`config.mk`:
```
export PLATFORM = sky130hd
export DESIGN_NAME = router_pkt_gen
export DESIGN_NICKNAME = d
export VERILOG_FILES = /design/src/rtl/router_pkt_gen.sv
export SDC_FILE = /design/constraint.sdc
export NUM_CORES = 1
export LEC_CHECK = 0
export CAP_MARGIN = 10
export CORE_UTILIZATION = 56
export CTS_BUF_LIST = sky130_fd_sc_hd__clkbuf_8
export CTS_CLUSTER_SIZE = 25
export DETAILED_ROUTE_END_ITERATION = 16
export PLACE_DENSITY = 0.83
export SYNTH_ARGS = -nofsm -noshare
export SYNTH_HDL_FRONTEND = slang
export SYNTH_SLANG_ARGS = --single-unit
export TNS_END_PERCENT = 1
```
`constraint.sdc`:
```
create_clock -name clk -period 10 [get_ports clk]
set_input_delay 1 -clock clk [delete_from_list [all_inputs] [get_ports clk]]
set_output_delay 1 -clock clk [all_outputs]
set_load 0.005 [all_outputs]
```
`src/rtl/router_pkt_gen.sv`:
```
// Packet source for the 1x3 router: buffers a payload, then frames header/payload/parity under busy back-pressure.
// Optional build macro ROUTER_PKT_GEN_CORRUPT_EN adds a corrupt input that inverts the transmitted parity byte.
module router_pkt_gen #(
   parameter int GAP_CYCLES = 2
) (
   input  logic        clk,
   input  logic        resetn,
   input  logic        start,
   input  logic [1:0]  dest,
   input  logic [5:0]  len,
`ifdef ROUTER_PKT_GEN_CORRUPT_EN
   input  logic        corrupt,
`endif
   input  logic [7:0]  pay_data,
   input  logic        pay_valid,
   output logic        pay_ready,
   input  logic        busy,
   input  logic        err,
   output logic        packet_valid,
   output logic [7:0]  data_out,
   output logic        idle,
   output logic        reject,
   output logic        done,
   output logic        pkt_err,
   output logic [15:0] pkt_cnt
);

   // state     | meaning
   // S_IDLE    | waiting for a request; start sampled here only
   // S_FILL    | accepting payload bytes into the buffer
   // S_HEADER  | header byte on data_out, packet_valid high
   // S_PAYLOAD | buffered bytes on data_out, packet_valid high
   // S_PARITY  | parity byte on data_out, packet_valid low
   // S_GAP     | inter-packet gap, collecting the router err flag
   typedef enum logic [2:0] {
      S_IDLE,
      S_FILL,
      S_HEADER,
      S_PAYLOAD,
      S_PARITY,
      S_GAP
   } state_t;

   localparam logic [3:0] GAP_LOAD = 4'(GAP_CYCLES - 1);

   state_t      state_q, state_d;
   logic [1:0]  dest_q, dest_d;
   logic [5:0]  len_q, len_d;
   logic [5:0]  idx_q, idx_d;
   logic [7:0]  parity_q, parity_d;
   logic [3:0]  gap_q, gap_d;
   logic        err_flag_q, err_flag_d;
   logic        corrupt_q, corrupt_d;
   logic        buf_we;
   logic [7:0]  buf_q [64];

   logic        packet_valid_q, packet_valid_d;
   logic [7:0]  data_out_q, data_out_d;
   logic        pay_ready_q, pay_ready_d;
   logic        idle_q, idle_d;
   logic        reject_q, reject_d;
   logic        done_q, done_d;
   logic        pkt_err_q, pkt_err_d;
   logic [15:0] pkt_cnt_q, pkt_cnt_d;

   logic        corrupt_in;
   logic        req_legal;
   logic        last_idx;

`ifdef ROUTER_PKT_GEN_CORRUPT_EN
   assign corrupt_in = corrupt;
`else
   assign corrupt_in = 1'b0;
`endif

   assign req_legal = (dest != 2'd3) && (len != 6'd0);
   assign last_idx  = (idx_q == (len_q - 6'd1));

   always_comb begin
      state_d        = state_q;
      dest_d         = dest_q;
      len_d          = len_q;
      idx_d          = idx_q;
      parity_d       = parity_q;
      gap_d          = gap_q;
      err_flag_d     = err_flag_q;
      corrupt_d      = corrupt_q;
      buf_we         = 1'b0;
      reject_d       = 1'b0;
      done_d         = 1'b0;
      pkt_err_d      = pkt_err_q;
      pkt_cnt_d      = pkt_cnt_q;

      case (state_q)
         S_IDLE: begin
            if (start) begin
               if (req_legal) begin
                  state_d   = S_FILL;
                  dest_d    = dest;
                  len_d     = len;
                  idx_d     = 6'd0;
                  parity_d  = {len, dest};
                  corrupt_d = corrupt_in;
               end else begin
                  reject_d  = 1'b1;
               end
            end
         end
         S_FILL: begin
            if (pay_valid) begin
               buf_we   = 1'b1;
               parity_d = parity_q ^ pay_data;
               if (last_idx) begin
                  state_d = S_HEADER;
                  idx_d   = 6'd0;
               end else begin
                  idx_d   = idx_q + 6'd1;
               end
            end
         end
         S_HEADER: begin
            if (!busy) state_d = S_PAYLOAD;
         end
         S_PAYLOAD: begin
            if (!busy) begin
               if (last_idx) begin
                  state_d = S_PARITY;
                  idx_d   = 6'd0;
               end else begin
                  idx_d   = idx_q + 6'd1;
               end
            end
         end
         S_PARITY: begin
            if (!busy) begin
               state_d    = S_GAP;
               gap_d      = GAP_LOAD;
               err_flag_d = 1'b0;
            end
         end
         S_GAP: begin
            // err sampled on the final gap cycle still counts toward this packet
            if (gap_q == 4'd0) begin
               state_d    = S_IDLE;
               done_d     = 1'b1;
               pkt_err_d  = err_flag_q | err;
               pkt_cnt_d  = pkt_cnt_q + 16'd1;
               err_flag_d = 1'b0;
            end else begin
               gap_d      = gap_q - 4'd1;
               err_flag_d = err_flag_q | err;
            end
         end
         default: state_d = S_IDLE;
      endcase

      // Outputs are registered from the next state so they line up with state_q.
      packet_valid_d = (state_d == S_HEADER) || (state_d == S_PAYLOAD);
      pay_ready_d    = (state_d == S_FILL);
      idle_d         = (state_d == S_IDLE);
      case (state_d)
         S_HEADER:  data_out_d = {len_q, dest_q};
         S_PAYLOAD: data_out_d = buf_q[idx_d];
         S_PARITY:  data_out_d = parity_q ^ {8{corrupt_q}};
         default:   data_out_d = 8'h00;
      endcase
   end

   always_ff @(posedge clk or negedge resetn) begin
      if (!resetn) begin
         state_q        <= S_IDLE;
         dest_q         <= 2'd0;
         len_q          <= 6'd0;
         idx_q          <= 6'd0;
         parity_q       <= 8'h00;
         gap_q          <= 4'd0;
         err_flag_q     <= 1'b0;
         corrupt_q      <= 1'b0;
         packet_valid_q <= 1'b0;
         data_out_q     <= 8'h00;
         pay_ready_q    <= 1'b0;
         idle_q         <= 1'b1;
         reject_q       <= 1'b0;
         done_q         <= 1'b0;
         pkt_err_q      <= 1'b0;
         pkt_cnt_q      <= 16'd0;
      end else begin
         state_q        <= state_d;
         dest_q         <= dest_d;
         len_q          <= len_d;
         idx_q          <= idx_d;
         parity_q       <= parity_d;
         gap_q          <= gap_d;
         err_flag_q     <= err_flag_d;
         corrupt_q      <= corrupt_d;
         packet_valid_q <= packet_valid_d;
         data_out_q     <= data_out_d;
         pay_ready_q    <= pay_ready_d;
         idle_q         <= idle_d;
         reject_q       <= reject_d;
         done_q         <= done_d;
         pkt_err_q      <= pkt_err_d;
         pkt_cnt_q      <= pkt_cnt_d;
      end
   end

   // Payload storage carries no reset; contents are only read after being written.
   always_ff @(posedge clk) begin
      if (buf_we) buf_q[idx_q] <= pay_data;
   end

   assign packet_valid = packet_valid_q;
   assign data_out     = data_out_q;
   assign pay_ready    = pay_ready_q;
   assign idle         = idle_q;
   assign reject       = reject_q;
   assign done         = done_q;
   assign pkt_err      = pkt_err_q;
   assign pkt_cnt      = pkt_cnt_q;

endmodule

```
==> metrics.md <==
| Metric | Value |
|---|---|
| Count of final max-slew check failures | 0 |
| Worst path arrival time | 6.70 ns |
| Met3 demand-to-capacity share in global routing | 0.08296 |
| Count of flip-flops with a built-in enable after synthesis | 512 |
| Post-detailed-placement half-perimeter wirelength | 36370 um |
| Maximum number of pins on one net before global-route repair | 102 |
| Most frequent standard cell in the layout excluding fill and tap cells | sky130_fd_sc_hd__edfxtp_1 |
| Deepest clock path buffer count | 3 |
| Clock transition at the registers of the reported paths | 0.06 ns |
| Layout-stage area growth over the synthesis result | 10.35% |
| Worst vdd rail ir drop | 0.3049 mV |
| Detailed-router iteration count before antenna repair | 6 |
| Cell count after synthesis | 1787 |
| Per-cell via count in the routed design | 6.624 |
| Wire length per cell after detailed routing | 25.22 um |
| Syn_area_per_cell | 13.38 um^2 |
| Met1 Track Usage GR | 0.3955 |
| Number of hold-repair buffers added at the cts stage | 0 |
| Die span in x | 208.6 um |
| Outcome | finished clean |
| Number of inserted filler cells in the final layout | 2989 |
| Full die area | 43520 um^2 |
| Part of the power in registers | 0.352 |
| P_leak | 9.041 nW |
| Clock buffer count from CTS | 90 |
| Global-route wire length before repair | 93940 um |
| Total number of vias | 16180 |
| Hold WC Path Type | flop to flop |
| Top library cells by usage in the layout, fill and taps aside | 512 x sky130_fd_sc_hd__edfxtp_1, 291 x sky130_fd_sc_hd__nand2_1, 102 x sky130_fd_sc_hd__nor2_1 |
| Post-synth design cell area | 23910 um^2 |
| Met2 Use GR | 0.4319 |
| Internal Dissipation | 4.679 mW |
| CORE AREA | 42040 um^2 |
| Most used routing layer | met2 |
| Number of routed nets with antenna violations | 0 |
| Achievable frequency | 161.9 MHz |
| Combinational cell fraction of total power | 0.420 |
| Die Y | 208.6 um |
| Remaining DRCs | 0 |
| Biggest area consumer among synthesized cells | sky130_fd_sc_hd__edfxtp_1 |
| Area share of the largest cell type after synthesis | 0.6431 |
| Final sum of negative setup slack | 0 ns |
| Ys async rst share | 0.1049 |
| Period utilisation layout | 0.6175 |
| Sequential cell area fraction in the yosys report | 0.7060 |
| Last weighted congestion value of the routability-driven placer | 0.9789 |
| Launching element type of the critical path | primary input |
| Reg-to-reg slack, setup | 3.87 ns |
| Number of global-route vias before repair | 15690 |
| Worst-path fanout max | 101 |
| Setup-violating endpoint count in the final report | 0 |
| Deepest level of the CTS H-tree | 3 |
| Cell types with the largest area share after synthesis | sky130_fd_sc_hd__edfxtp_1 64%, sky130_fd_sc_hd__dfrtp_1 6.2%, sky130_fd_sc_hd__nand2_1 4.6% |
| Synth Register Bits | 572 |
| Count of distinct cell types in the synthesized netlist | 68 |
| Setup Fix Bufs, Post-CTS | 0 |
| Count of routing violations after the opening detailed-route iteration | 2644 |
| RSZ-0062 raised after global routing | false |
| Number of hold-slack violations in the final timing report | 0 |
| Number of clock sinks seen by CTS | 572 |
| Path type of the worst setup path | primary input to flop |
| Number of antenna violations at the first check in global routing | 3 |
| Number of max-cap violations | 0 |
| Clock tree from TritonCTS | yes |
| Worst Setup End Kind | flop |
| Clock share of power | 0.228 |
| Post-route minimum period | 6.175 ns |
| Net count after synthesis | 1814 |
| GRT Residual Overflow | 0 |
| Clock tree root buffer cell | sky130_fd_sc_hd__clkbuf_8 |
| Worst Max-Slew Pin Slew | 1.071 ns |
| Worst path required time | 10.53 ns |
| Number of I/O pins | 52 |
| Fin Hold WS | 0.4680 ns |
| Worst clock skew on the final layout | 0.03675 ns |
| Share of layout cells above drive strength 1 | 0.1004 |
| Number of port buffers | 51 |
| Synthesis warning total | 0 |
| Worst slew margin | 0.2679 |
| Initial Util | 0.5686 |
| Clock Latency Late Sink | 0.67 ns |
| Net Sw Power | 3.419 mW |
| Final net count | 1858 |
| PnR Total Power | 8.099 mW |
| Count of cells resized by post-cts repair | 0 |
| Overall fraction of global-route tracks in use | 0.2860 |
| Share of total power consumed by net switching | 0.4222 |
| Prevailing post-synth register cell | sky130_fd_sc_hd__edfxtp_1 |
| Final wirelength | 61590 um |
| Cell row count | 75 |
| Power per cell area | 307.0 nW/um^2 |
-- power by group through the flow --
stage / clock (mW) / combinational (mW) / sequential, mW
2_1_floorplan: 0 / 2.33 / 2.82
3_3_place_gp: 0 / 3.20 / 2.89
3_5_place_dp: 0 / 3.27 / 2.89
4_1_cts: 1.85 / 3.29 / 2.84
5_1_grt: 1.96 / 3.60 / 2.86
6_report: 1.85 / 3.40 / 2.85
-- flip-flops by register name, indices dropped and copies added, names as in the netlist, 3 cells and up --
signal / count
len_q: 6
buf_q: 512
data_out: 8
pkt_cnt: 16
gap_q: 4
state_q: 3
parity_q: 8
idx_q: 6
-- cells in the mapped netlist, drive strengths merged, types with 2 or more instances --
master,n
nand4,5
dfrtp,59
or2,9
o221a,7
o22ai,3
and3,96
buf,55
mux2i,30
nand3,97
nand4b,7
a211o,10
nor3,18
mux2,7
a2111o,7
o21ai,27
or3b,3
inv,11
a32o,7
nor2b,4
nor4,2
a2111oi,14
or4,9
o31ai,5
o211ai,18
a311oi,57
and2,4
nor2,103
ha,5
or3,14
a21oi,30
nand2b,7
clkbuf,68
a31oi,30
xnor2,16
nand2,292
xor2,8
a211oi,90
o311ai,2
a22oi,12
nand3b,14
edfxtp,512
-- critical path: stages --
cell	delay [ns]
sky130_fd_sc_hd__clkdlybuf4s50_1	0.45
sky130_fd_sc_hd__or4b_4	0.48
sky130_fd_sc_hd__a211oi_4	0.70
sky130_fd_sc_hd__o22ai_4	0.24
sky130_fd_sc_hd__nand2_2	0.12
sky130_fd_sc_hd__buf_4	0.41
sky130_fd_sc_hd__and2_4	0.62
sky130_fd_sc_hd__inv_6	0.40
sky130_fd_sc_hd__buf_4	0.53
sky130_fd_sc_hd__a211oi_1	0.39
sky130_fd_sc_hd__a311oi_1	0.10
sky130_fd_sc_hd__a311oi_1	0.78
sky130_fd_sc_hd__nor3_1	0.11
sky130_fd_sc_hd__o221a_2	0.27
-- through the flow --
stage / cell area [um^2] / setup slack, ns / cells / util
floorplan: 23910 / 6.133 / 1787 / -
global placement: 24710 / 3.396 / 2278 / 0.5878
finish: 26380 / 3.825 / 2442 / 0.6275
global route: 26380 / 3.571 / 2441 / 0.6274
CTS: 26380 / 4.015 / 2441 / 0.6274
detailed placement: 24710 / 3.380 / 2278 / 0.5878
-- worst paths after layout --
| path | startpoint | endpoint | depth (start not counted) |
|---|---|---|---|
| max in group asynchronous | resetn | idx_q[4] | 2 |
| worst min register to register | pkt_cnt[15] | pkt_cnt[15] | 1 |
| min in group asynchronous | resetn | gap_q[2] | 2 |
| worst min-delay path | pkt_cnt[15] | pkt_cnt[15] | 1 |
| worst max-delay path | start | data_out[0] | 14 |
| worst max register to register | state_q[1] | data_out[0] | 13 |
-- area by class of cell --
cell class,instances,area [um^2],share of cell area
inverters,12,55.05,0.002087
clock buffers,96,1321,0.05009
repair buffers,75,645.6,0.02447
multi-input cells,1080,6460,0.2449
diodes,1,2.502,0.00009486
flip-flops and latches,572,16880,0.6398
clock inverters,67,342.8,0.01300
well taps,539,674.4,0.02557
-- cells by family after synthesis --
family / after synthesis / synth area share
mux: 37 / 0.01586
fa+ha+maj: 5 / 0.002617
xor+xnor: 24 / 0.008793
simple gates: 688 / 0.1365
compound gates: 326 / 0.1056
buf+inv: 135 / 0.02460
flops: 572 / 0.7060
-- metal layers --
layer  vias up  routed length [um]  share of wire
met1      7927               23470           0.38
met2      1104               28000           0.45
met5         -                  35        0.00057
li1       6965                   -              -
met3       174                7826           0.13
met4         6                2263          0.037
No activity file was read; power rests on OpenSTA's default activity.
